$ cat config.mk
export PLATFORM = sky130hd
export DESIGN_NAME = c2h_frame_ring_ctrl
export DESIGN_NICKNAME = d
export VERILOG_FILES = /design/src/rtl/c2h_frame_ring_ctrl.sv
export SDC_FILE = /design/constraint.sdc
export NUM_CORES = 1
export LEC_CHECK = 0
export ABC_AREA = 1
export BUFFER_PORTS_ARGS = -buffer_cell sky130_fd_sc_hd__buf_2
export CORE_AREA = 2 2 146 148
export DETAILED_ROUTE_END_ITERATION = 8
export DIE_AREA = 0 0 148 150
export SLEW_MARGIN = 20
export SYNTH_ARGS = -nofsm -noshare
export SYNTH_HDL_FRONTEND = slang
export SYNTH_SLANG_ARGS = --single-unit
$ cat constraint.sdc
create_clock -name s_axi_aclk -period 8 [get_ports s_axi_aclk]
set_clock_uncertainty 0.1 [all_clocks]
set_input_delay 0.4 -clock s_axi_aclk [delete_from_list [all_inputs] [get_ports s_axi_aclk]]
set_output_delay 0.4 -clock s_axi_aclk [all_outputs]
set_load 0.005 [all_outputs]
$ cat src/rtl/c2h_frame_ring_ctrl.sv
// c2h_frame_ring_ctrl: owns the C2H DDR frame ring, issues one write command per frame and tracks full/empty against the host pointer
module c2h_frame_ring_ctrl #(
  parameter int unsigned          ADDR_BITS = 32,
  parameter logic [ADDR_BITS-1:0] BUF_START = 32'h0000_0000,
  parameter logic [ADDR_BITS-1:0] BUF_END   = 32'h1000_0000,
  parameter logic [31:0]          BUF_SIZE  = 32'd2048,
  parameter logic [31:0]          FRM_SIZE  = 32'd2048
) (
  input  logic                 s_axi_aclk,
  input  logic                 s_axi_areset,
  input  logic                 frm_valid,
  output logic                 frm_ready,
  output logic                 cmd_valid,
  input  logic                 cmd_ready,
  output logic [ADDR_BITS-1:0] cmd_addr,
  output logic [31:0]          cmd_len,
  input  logic                 wr_done,
  input  logic                 wr_err,
  input  logic [ADDR_BITS-1:0] c2h_rd_next,
  output logic [ADDR_BITS-1:0] c2h_wr_next,
  output logic                 ring_full,
  output logic                 ring_empty,
  output logic [31:0]          frame_cnt,
  output logic [15:0]          err_cnt
);
  typedef enum logic [1:0] {S_IDLE, S_CMD, S_WAIT} state_t;
  state_t                r_state, w_state_nxt;
  logic [ADDR_BITS-1:0]  r_wr, r_rd, r_cmd_addr, w_wr_inc;
  logic [ADDR_BITS:0]    w_sum;
  logic [31:0]           r_frame_cnt;
  logic [15:0]           r_err_cnt;
  logic                  w_accept, w_done, w_err;
  // Extra bit keeps the wrap compare exact even when the ring ends at the top of the address space
  always_comb begin
    w_sum       = {1'b0, r_wr} + (ADDR_BITS+1)'(BUF_SIZE);
    w_wr_inc    = (w_sum >= {1'b0, BUF_END}) ? BUF_START : w_sum[ADDR_BITS-1:0];
    ring_full   = (w_wr_inc == r_rd);
    ring_empty  = (r_wr == r_rd);
    w_accept    = (r_state == S_IDLE) && frm_valid && !ring_full;
    w_err       = (r_state == S_WAIT) && wr_err;
    w_done      = (r_state == S_WAIT) && wr_done && !wr_err;
    w_state_nxt = (r_state == S_IDLE) ? (w_accept ? S_CMD : S_IDLE) :
                  (r_state == S_CMD)  ? (cmd_ready ? S_WAIT : S_CMD) :
                  ((wr_done || wr_err) ? S_IDLE : S_WAIT);
  end
  always_ff @(posedge s_axi_aclk or posedge s_axi_areset) begin
    if (s_axi_areset) begin
      r_state     <= S_IDLE;
      r_wr        <= BUF_START;
      r_rd        <= BUF_START;
      r_cmd_addr  <= BUF_START;
      r_frame_cnt <= '0;
      r_err_cnt   <= '0;
    end else begin
      r_state <= w_state_nxt;
      r_rd    <= c2h_rd_next;
      if (w_accept) r_cmd_addr <= r_wr;
      if (w_done) begin
        r_wr        <= w_wr_inc;
        r_frame_cnt <= r_frame_cnt + 32'd1;
      end
      if (w_err && r_err_cnt != 16'hFFFF) r_err_cnt <= r_err_cnt + 16'd1;
    end
  end
  assign frm_ready   = w_accept;
  assign cmd_valid   = (r_state == S_CMD);
  assign cmd_addr    = r_cmd_addr;
  assign cmd_len     = FRM_SIZE;
  assign c2h_wr_next = r_wr;
  assign frame_cnt   = r_frame_cnt;
  assign err_cnt     = r_err_cnt;
endmodule

## Word-level counts from Yosys, hierarchy flattened

Index checks and enable logic that the tools add are counted.

- Div/mod/pow operators: 0
- Multiply operators: 0
- Bitwise logic cells: 0
- Eq/ne operators: 5
- Multiplexer cells: 6
- Order comparisons: 1
- Shift operators: 0
- Reduce and logical (&&, ||, !) cells: 10
- Add/subtract/negate cells: 3

Operators by type and width:

| cell | number |
|---|---|
| == test 32 bit | 2 |
| adder 32 x 12 -> 33 bit, second input constant | 1 |
| greater-or-equal comparator 33 x 29 -> 1 bit, second input constant | 1 |
| adder 32 x 1 -> 32 bit, second input constant | 1 |
| two-way mux 32 bit | 1 |
| adder 16 x 1 -> 16 bit, second input constant | 1 |
| != test 16 bit, second input constant | 1 |
| two-way mux 2 bit | 4 |
| logical AND 1 bit | 6 |
| == test 2 x 1 -> 1 bit, second input constant | 1 |
| == test 2 bit, second input constant | 1 |
| zero test 1 bit | 2 |
| zero test 2 bit | 1 |
| logical OR 1 bit | 1 |
| two-way mux 1 bit | 1 |

- Flip-flop bits (word level): 146
- Bits in latches: 0
- ROM bits: 0
- Memories kept: 0
- Output and inout bits: 148
- Bits in writable memories: 0

## Logic depth before layout (Yosys ltp)

Gate-level depths: netlist (run 1).

- Depth after elaboration: 8
- Mapped depth: 21
- Mapped depth without buffers: 19

## Worst setup path before layout (run 1)

No wires, ideal clock.

- Kind: flip-flop to output port
- Start point: register r_wr[11], in the netlist c2h_wr_next[11]
- End point: output port frm_ready
- Path slack: 5.219 ns
- Cell stages (with the launch flop): 21
- Path buffers: 2
- Arrival time: 2.281 ns
- Required time: 7.500 ns
- Cell sequence: dfrtp_1 > ha_1 > nand3_2 > nor2_4 > nand4_2 > nand2_1 > inv_1 > nand2_2 > nand2_4 > nand2_4 > inv_2 > buf_6 > nand3_1 > nand2_1 > nor2_1 > nand2_1 > nor2_1 > nand3_2 > nand2_4 > buf_8 > inv_1

- Cells in the longest elaborated chain, start to end: 6

RTL lines:

| element | RTL line | text |
|---|---|---|
| start: declaration | 28 | `logic [ADDR_BITS-1:0] r_wr, r_rd, r_cmd_addr, w_wr_inc;` |
| start signal: assignment | 59 | `r_wr <= w_wr_inc;` |
| adder 32 x 12 -> 33 bit * | 35 | `w_sum = {1'b0, r_wr} + (ADDR_BITS+1)'(BUF_SIZE);` |
| greater-or-equal comparator 33 x 29 -> 1 bit | 36 | `w_wr_inc = (w_sum >= {1'b0, BUF_END}) ? BUF_START : w_sum[ADDR_BITS-1:0];` |
| two-way mux 32 bit * | 36 |  |
| == test 32 bit * | 37 | `ring_full = (w_wr_inc == r_rd);` |
| zero test 1 bit * | 39 | `w_accept = (r_state == S_IDLE) && frm_valid && !ring_full;` |
| logical AND 1 bit * | 39 |  |
| end: declaration | 12 | `output logic frm_ready,` |

Every way passes the cells marked *; elsewhere a longest branch is shown, timed or not.

## Worst setup path in the final report (run 1)

- Start point: register r_wr[12], in the netlist c2h_wr_next[12]
- End point: output port frm_ready

The elaborated chain is that of the path after synthesis.

==> metrics.txt, run 1 <==
share of synthesized registers carrying an async set or reset 100%; pin count of the biggest net entering global routing 85; Via Count 5762; Max Buffers Root-to-Sink 2; status finished clean; DP Area 7920 µm²; Final Util 42.6%; CTS Root Cell clkbuf_16; library cells used by synthesis 36; commonest non-fill, non-tap cell in the layout nand2_1; worst endpoint required time 7.50 ns; Avg Cell Area, Syn 8.91 µm²; switching power total 723 µW; antenna violations before repair 1; reg2reg end r_state[0]; CP peak stage delay 0.62 ns; RePlAce Congestion 0.876; maxcap violations 0; area delta synth->final 24.2%; CP Launch Type flip-flop; Seq cells post-synth 146; clk slew on worst S/H paths 0.06 ns; Finished Layout Cells 1260; Starting Density 34.3%; Post-Route Setup TNS 0 ns; grt ovf 0; Slew headroom 47.2%; Mapped Cells 796; Min-Delay Path Class input port to asynchronous set/reset pin; clock share of power 35.3%; DRC violations left 0; Hold Vio Cnt, Final 0; Seq pwr share 43.2%; Final period util 57.0%; TritonCTS buffer count 17; pwr/cell area 251 nW/µm²; RSZ-0062 raised after global routing false; Post-CTS Repair Setup Buffers 0; layout cells sized above 1 22.6%; CTS H-tree lvls 4; sw frac 32.7%; register area share after synthesis 51.5%; Least-Margin Pin Slew 0.792 ns; CTS tree built; first-pass GRT wire length 29.5 mm; Setup crit end kind primary output; Site Rows 53; most used cell, CP nand2_1; 1st-pass router iterations 5; Die Span X 148 µm; Top Family by Delay on Critical Path simple AND/OR/NAND/NOR gates; vias in the first global route 5579; Core ar. 20700 µm²; Final nets 1012; Worst VDD drop 0.146 mV; Arr. time, crit path 4.06 ns; pins over their slew limit 0; Worst Path Buf+Inv 4; Gate power share 21.5%; CP max stage cell nand2_4; Syn Std Cell Area 7100 µm²; CTS sink cnt 146; most frequent cells in the layout nand2_1 (188), buf_2 (153), dfrtp_1 (146); critical path fanouts, max 34; Reg2Reg Launch Point c2h_wr_next[12]; Total Wirelength 18.1 mm; CP Cell Sequence ha_1 -> nand3_2 -> nor2_4 -> nand4_2 -> nand2_1 -> inv_1 -> nand2_2 -> nand2_4 -> nand2_4 -> inv_2 -> nand2_1 -> nand2_1 -> nand2_1 -> nand3_1 -> nor2_1 -> nand3_2 -> nand2_4 -> inv_1 -> buf_2; crit path time final 4.56 ns; Design Area, Final 8810 µm²; worst-case reg-to-reg path depth 18; gr usage total 17.0%; die area 22200 µm²; CTS resizes 0; prevailing post-synth register cell dfrtp_1; Final Setup Violations 0; Post-CTS Hold Buffers 32; Post-synth EDFFs 0; maximum clock frequency 219 MHz; PortBufs 153; IO Pins 186; Worst-Skew Late Latency 0.43 ns; R2R setup slack 4.20 ns; static leakage 0.00475 µW; YS warnings 0; DRT iter0 DRCs 362; die height 150 µm; post-DP HPWL 13.1 mm; critical path type flip-flop to primary output; post-route ant nets 0; Placed Instances 1195; routed len/inst 14.4 µm; Int Power 1490 µW; Vias per Instance 4.57
## worst reg2reg max path, cell delays in order, from the launching register on
cell	delay [ns]
dfrtp_1	0.50
ha_1	0.26
nand3_2	0.14
nor2_4	0.16
nand4_2	0.13
nand2_1	0.09
inv_1	0.05
nand2_2	0.07
nand2_4	0.17
nand2_4	0.15
inv_2	0.11
nand2_1	0.10
nand2_1	0.05
nand2_1	0.06
nand3_1	0.06
nor2_1	0.12
nand3_2	0.57
nand2_4	0.64
o21ai_1	0.14
## routing by layer
metal | GRT usage [%] | part of all wire, % | wire [µm]
met4 | 5.90 | 1.8 | 324
met2 | 27.0 | 46 | 8370
met3 | 3.93 | 5.5 | 989
met5 | 0 | 0 | 0
met1 | 22.8 | 47 | 8430
## cell usage after synthesis, types with 8 or more instances
cell	count	share of area, %
nand3_1	70	4.9
buf_4	36	3.8
nor2_1	54	2.9
nand4_1	17	1.5
xnor2_1	20	2.5
dfrtp_1	146	51
nand2_1	188	9.9
xor2_1	54	6.7
inv_1	80	4.2
nand2_2	10	0.88
nor3_1	16	1.1
nor4_1	8	0.71
clkbuf_1	8	0.42
o21ai_0	20	1.4
## state kept, by name, indices dropped and copies added (netlist names)
signal       cells
r_rd            32
r_state          2
err_cnt         16
c2h_wr_next     32
frame_cnt       32
cmd_addr        32
## power by group through the flow
stage	sequential [µW]	clock [µW]	combinational [µW]
floorplan	948	0	317
global placement	966	0	458
detailed placement	968	0	466
CTS	957	799	481
global route	971	834	544
finish	955	780	476
## layout make-up
type	count	area [µm²]
multi-input combinational	534	2810
antenna	1	2.50
timing repair buffer	188	1110
sequential	146	3650
fill	2073	11900
inverter	84	320
clock buffer	20	437
clock inverter	12	135
tap	275	344
## through the flow
step           hold WS, ns  setup WS, ns  total power (µW)
5_1_grt             0.0713          2.94              2350
3_3_place_gp         0.352          3.97              1420
3_5_place_dp         0.354          3.85              1430
2_1_floorplan        0.331          3.58              1260
4_1_cts             0.0527          3.38              2240
6_report           0.00849          3.44              2210
## cell families after synthesis
kind of cell | Yosys count | share of synthesized area [%]
AOI/OAI and AO/OA | 39 | 3.19
and+or+nand+nor | 386 | 25.0
buffers and inverters | 146 | 10.5
DFF | 146 | 51.5
other | 2 | 0.106
xor gates and xnor gates | 74 | 9.13
adders and majority gates | 3 | 0.529
## worst max-delay path by stage
stage	startpoint	endpoint	slack, ns	depth (start not counted)
after floorplan	s_axi_areset	c2h_wr_next[0]	3.58	1
after global placement	c2h_wr_next[12]	frm_ready	3.97	19
after detailed placement	c2h_wr_next[11]	frm_ready	3.85	19
after CTS	c2h_wr_next[11]	frm_ready	3.38	19
after global routing	c2h_wr_next[12]	frm_ready	2.94	19
final	c2h_wr_next[12]	frm_ready	3.44	19
Note: power is estimated with default switching activity, not from simulation.
==> run 2: changes to the inputs <==
==> constraint.sdc (replaced) <==
create_clock -name s_axi_aclk -period 4.55 [get_ports s_axi_aclk]
set_clock_uncertainty 0.1 [all_clocks]
set_input_delay 0.2275 -clock s_axi_aclk [delete_from_list [all_inputs] [get_ports s_axi_aclk]]
set_output_delay 0.2275 -clock s_axi_aclk [all_outputs]
set_load 0.005 [all_outputs]
==> run 2 against run 1 <==
  * Sequential share of layout area fell by 0.41 points
  * Clock power up 83%
  * Hold slack better by 0.074 ns
  * Critical path depth is 1 higher
  * Critical path type unchanged
  * Combinational power is 76% higher
  * Register-to-register slack worse by 2.9 ns
  * Sequential power is 76% higher
  * Final cell count grew 0.48%
==> metrics.txt, run 2 (synthesized netlist as in run 1, its figures left out) <==
Arr. time, crit path 3.55 ns; TritonCTS buffer count 17; 1st-pass router iterations 5; RePlAce Congestion 0.936; final worst slack 0.675 ns; Total Wirelength 17.9 mm; PortBufs 153; Die Span X 148 µm; Site Rows 53; routed len/inst 14.1 µm; Post-CTS Repair Setup Buffers 0; most frequent cells in the layout nand2_1 (188), buf_2 (153), dfrtp_1 (146); CTS resizes 0; Setup crit end kind primary output; Hold Vio Cnt, Final 0; CP Launch Type flip-flop; DRT iter0 DRCs 248; DRC violations left 0; critical path type flip-flop to primary output; CTS Root Cell clkbuf_16; maximum clock frequency 258 MHz; antenna violations before repair 1; first-pass GRT wire length 28.9 mm; post-route ant nets 0; commonest non-fill, non-tap cell in the layout nand2_1; worst endpoint required time 4.22 ns; CTS sink cnt 146; CP peak stage delay 0.48 ns; fill cell count 2115; CP max stage cell dfrtp_1; gr usage total 16.5%; Worst VDD drop 0.241 mV; vias in the first global route 5484; Top Family by Delay on Critical Path simple AND/OR/NAND/NOR gates; Slew headroom 48.2%; Final Setup Violations 0; die area 22200 µm²; area of the multi-input gates 2810 µm²; crit path time final 3.88 ns; Final nets 1018; Max Buffers Root-to-Sink 2; critical path fanouts, max 34; CTS H-tree lvls 4; die height 150 µm; static leakage 0.00480 µW; status finished clean; post-DP HPWL 13.2 mm; Sequential Area 3650 µm²; area delta synth->final 25.4%; CTS tree built; Worst-Skew Late Latency 0.42 ns; total power 3940 µW; Via Count 5711; Worst Path Buf+Inv 5; worst slack, placed 1.10 ns; maxcap violations 0; Least-Margin Pin Slew 0.774 ns; Vias per Instance 4.51; Starting Density 34.3%; Post-CTS Hold Buffers 36; clk slew on worst S/H paths 0.06 ns; grt ovf 0; RSZ-0062 raised after global routing false; Core ar. 20700 µm²; most used cell, CP nand2_1; CP Cell Sequence ha_1 -> nand3_2 -> nor2_4 -> nand4_2 -> nand2_1 -> inv_1 -> nand2_2 -> nand2_4 -> nand2_4 -> inv_2 -> nand2_1 -> nand2_1 -> nand2_1 -> nand2_1 -> nor2_1 -> nand3_2 -> buf_4 -> nand2_4 -> inv_1 -> buf_2; Final period util 85.2%; pin count of the biggest net entering global routing 86; pwr/cell area 443 nW/µm²; WHS 0.0826 ns; Min-Delay Path Class input port to flip-flop; IO Pins 186; layout cells sized above 1 22.7%; pins over their slew limit 0; Post-Route Setup TNS 0 ns
==> run 2: cell count changes in the layout (fill, tap and decap cells not counted) <==
| cell | delta |
|---|---|
| clkbuf_8 | +1 |
| buf_4 | +2 |
| bufinv_16 | +1 |
| clkinvlp_4 | -1 |
| dlygate4sd3_1 | +4 |
| clkbuf_1 | -1 |
==> run 2: layout make-up <==
class                   count  area share (%)
repair buffers            194            13.1
diodes                      1          0.0281
multi-input cells         534            31.6
flip-flops and latches    146            41.0
well taps                 275            3.87
clock inverters            12            1.77
inverters                  84            3.60
clock buffers              20            5.02
==> run 2: worst min-delay path: stages <==
cell     delay [ns]
buf_2          0.11
nand3_1        0.14
xor2_1         0.08
==> run 2: metal layers <==
metal,up-vias,GRT usage (%),part of all wire [%]
met2,152,26.3,47
met1,2713,22.0,45
li1,2823,-,-
met3,23,4.88,6.1
met5,-,0,0
met4,0,4.67,1.5
==> run 2: report_power, final <==
part           leakage [µW]  internal [µW]  switching (µW)
sequential          0.00188           1480             192
combinational       0.00264            330             508
clock              0.000287            879             551
==> run 2: per-stage QoR <==
stage               utilization (%)  cells  instance area [µm²]
floorplan                         -    826                 7210
global placement               38.3   1197                 7930
detailed placement             38.3   1197                 7930
CTS                            43.0   1265                 8900
global route                   43.0   1266                 8900
finish                         43.0   1266                 8900
==> run 2: path summary, 6_finish.rpt <==
check	start	end	cells after the start	slack (ns)
worst max-delay path	c2h_wr_next[12]	frm_ready	20	0.67
max in group asynchronous	s_axi_areset	r_rd[15]	4	3.01
worst min register to register	cmd_addr[10]	cmd_addr[10]	2	0.37
min in group asynchronous	s_axi_areset	err_cnt[12]	3	0.41
worst max register to register	c2h_wr_next[12]	cmd_addr[21]	19	1.27
worst min-delay path	wr_err	err_cnt[0]	3	0.08
==> run 3: changes to the inputs <==
--- a/config.mk
+++ b/config.mk
@@ -5,11 +5,10 @@
 export SDC_FILE = /design/constraint.sdc
 export NUM_CORES = 1
 export LEC_CHECK = 0
-export ABC_AREA = 1
 export BUFFER_PORTS_ARGS = -buffer_cell sky130_fd_sc_hd__buf_2
-export CORE_AREA = 2 2 146 148
+export CORE_AREA = 2 2 149 151
 export DETAILED_ROUTE_END_ITERATION = 8
-export DIE_AREA = 0 0 148 150
+export DIE_AREA = 0 0 151 153
 export SLEW_MARGIN = 20
 export SYNTH_ARGS = -nofsm -noshare
 export SYNTH_HDL_FRONTEND = slang
==> run 3 against run 2 <==
  * Utilization down 0.20 points
  * Cell area grew 3.4%
  * Hold slack lost 0.0013 ns
  * Final cell count decreased by 9.4%
  * Global-route usage rose by 0.81 points
  * Critical path type unchanged
  * Largest cell class unchanged
==> metrics.txt, run 3 <==
1st-pass router iterations 4; Slew headroom 42.0%; pins over their slew limit 0; crit path time final 4.24 ns; Total Wirelength 19.4 mm; Top Family by Delay on Critical Path simple AND/OR/NAND/NOR gates; hold path endpoint r_state[1]; Min-Delay Path Class input port to flip-flop; Adder-Cell Fraction of Synth Area 0.505%; Final period util 93.1%; CP Cell Sequence nand3_2 -> nor4_1 -> xor2_1 -> or4b_4 -> a21oi_2 -> o21ai_0 -> or4_1 -> nor4_1 -> buf_2; gr usage total 17.3%; die area 23100 µm²; reg2reg end cmd_addr[27]; worst slack, placed 0.724 ns; post-route ant nets 0; Avg Cell Area, Syn 11.2 µm²; post-synthesis simple-gate area fraction 17.4%; CTS Root Cell clkbuf_16; Syn Std Cell Area 7430 µm²; Hold Vio Cnt, Final 0; Setup crit end kind primary output; Seq cells post-synth 146; Reg2Reg Launch Point c2h_wr_next[13]; DP Area 8240 µm²; Post-CTS Repair Setup Buffers 0; final worst slack 0.314 ns; fill cell count 2139; pin count of the biggest net entering global routing 108; CTS sink cnt 146; CP max stage cell nor4_1; main combinational cell family by area after synthesis simple AND/OR/NAND/NOR gates; Worst-Skew Late Latency 0.42 ns; RePlAce Congestion 0.888; vias in the first global route 5482; Final Setup Violations 0; Worst Path Buf+Inv 1; Mapped Cells 666; grt ovf 0; share of synthesized registers carrying an async set or reset 100%; routed len/inst 16.9 µm; CP Launch Type flip-flop; Vias per Instance 4.78; YS warnings 0; Worst Hold Path Cells 3; static leakage 0.00458 µW; Arr. time, crit path 3.91 ns; critical path fanouts, max 14; worst endpoint required time 4.22 ns; die height 153 µm; area delta synth->final 23.8%; post-DP HPWL 14.3 mm; Final nets 895; Least-Margin Pin Slew 0.856 ns; layout cells sized above 1 29.1%; R2R setup slack 0.73 ns; CP peak stage delay 0.64 ns; commonest non-fill, non-tap cell in the layout buf_2; total power 3350 µW; xor-xnor portion of the synthesized cell area 10.5%; Site Rows 54; Worst VDD drop 0.252 mV; worst-case reg-to-reg path depth 9; antenna violations before repair 0; DRT iter0 DRCs 269; count leader, synth dfrtp_1; Via Count 5479; most used cell, CP nor4_1; critical path type flip-flop to primary output; CTS resizes 0; Core ar. 21500 µm²; clk slew on worst S/H paths 0.07 ns; pwr/cell area 364 nW/µm²; Synth area leader dfrtp_1; first-pass GRT wire length 30.8 mm; Post-Route Setup TNS 0 ns; TritonCTS buffer count 17; maximum clock frequency 236 MHz; CTS H-tree lvls 4; CTS tree built; # diodes 0; IO Pins 186; library cells used by synthesis 70; Starting Density 34.6%; Yosys top cell area share 49.1%; prevailing post-synth register cell dfrtp_1; Compound-Gate Fraction of Synth Area 7.71%; top post-synthesis cells by area dfrtp_1 (49%), mux2_4 (5.7%), xnor2_1 (5.2%); post-synthesis mux area share 6.55%; Die Span X 151 µm; Design Area, Final 9200 µm²; PortBufs 153; most frequent cells in the layout buf_2 (153), dfrtp_1 (146), nand2_1 (57); Post-CTS Hold Buffers 34; register area share after synthesis 49.1%; RSZ-0062 raised after global routing false; Post-synth EDFFs 0; top cells by count, synth dfrtp_1 (146), nand2_1 (57), xnor2_1 (44), xor2_1 (40), buf_4 (34); DRC violations left 0; maxcap violations 0; status finished clean; Max Buffers Root-to-Sink 2; hold path start wr_done
-- run 3: cell type report --
cell class	instances	area, µm²	area share [%]
inverter	19	76.3	0.829
clock inverter	14	153	1.66
clock buffer	18	439	4.77
timing repair buffer	198	1220	13.3
multi-input combinational	472	3310	36.0
tap	280	350	3.81
sequential	146	3650	39.7
-- run 3: stage by stage --
step                util [%]  hold WS (ns)  cells
global route            42.8        0.0695   1147
finish                  42.8        0.0813   1147
CTS                     42.7        0.0446   1146
floorplan                  -         0.159    696
global placement        38.4         0.236   1080
detailed placement      38.4         0.237   1080
-- run 3: worst register-to-register path, delay by kind of cell, from the launching register on --
family / cells / cell delay, ns
mux: 1 / 0.36
buf+inv: 1 / 0.28
simple gates: 3 / 1.44
compound gates: 3 / 0.71
flops: 1 / 0.62
xor+xnor: 1 / 0.19
-- run 3: worst max-delay path by stage --
stage | to | depth (start not counted) | slack [ns] | start
floorplan | c2h_wr_next[0] | 1 | 0.30 | s_axi_areset
global placement | cmd_addr[27] | 9 | 0.79 | c2h_wr_next[8]
detailed placement | cmd_addr[27] | 9 | 0.72 | c2h_wr_next[13]
CTS | ring_full | 9 | 0.30 | c2h_wr_next[13]
global route | ring_full | 10 | 0.11 | c2h_wr_next[11]
finish | ring_full | 9 | 0.31 | c2h_wr_next[13]
-- run 3: kinds of logic (layout without fill, tap and decap cells) --
family,Yosys count,count (layout)
xor+xnor,86,86
fa+ha+maj,3,3
mux,34,34
flops,146,146
other cells,2,32
buf+inv,78,249
simple gates,234,234
compound gates,83,83
-- run 3: power breakdown --
part           switching, µW  internal (µW)
combinational            245            220
clock                    571            830
sequential               110           1370
total                    926           2420
-- run 3: metal layers --
metal	up-vias	track usage, %	part of all wire, %
met5	-	0	0
met4	0	5.30	1.5
met3	15	4.87	6.0
met2	151	26.8	46
met1	2676	23.6	46
li1	2637	-	-
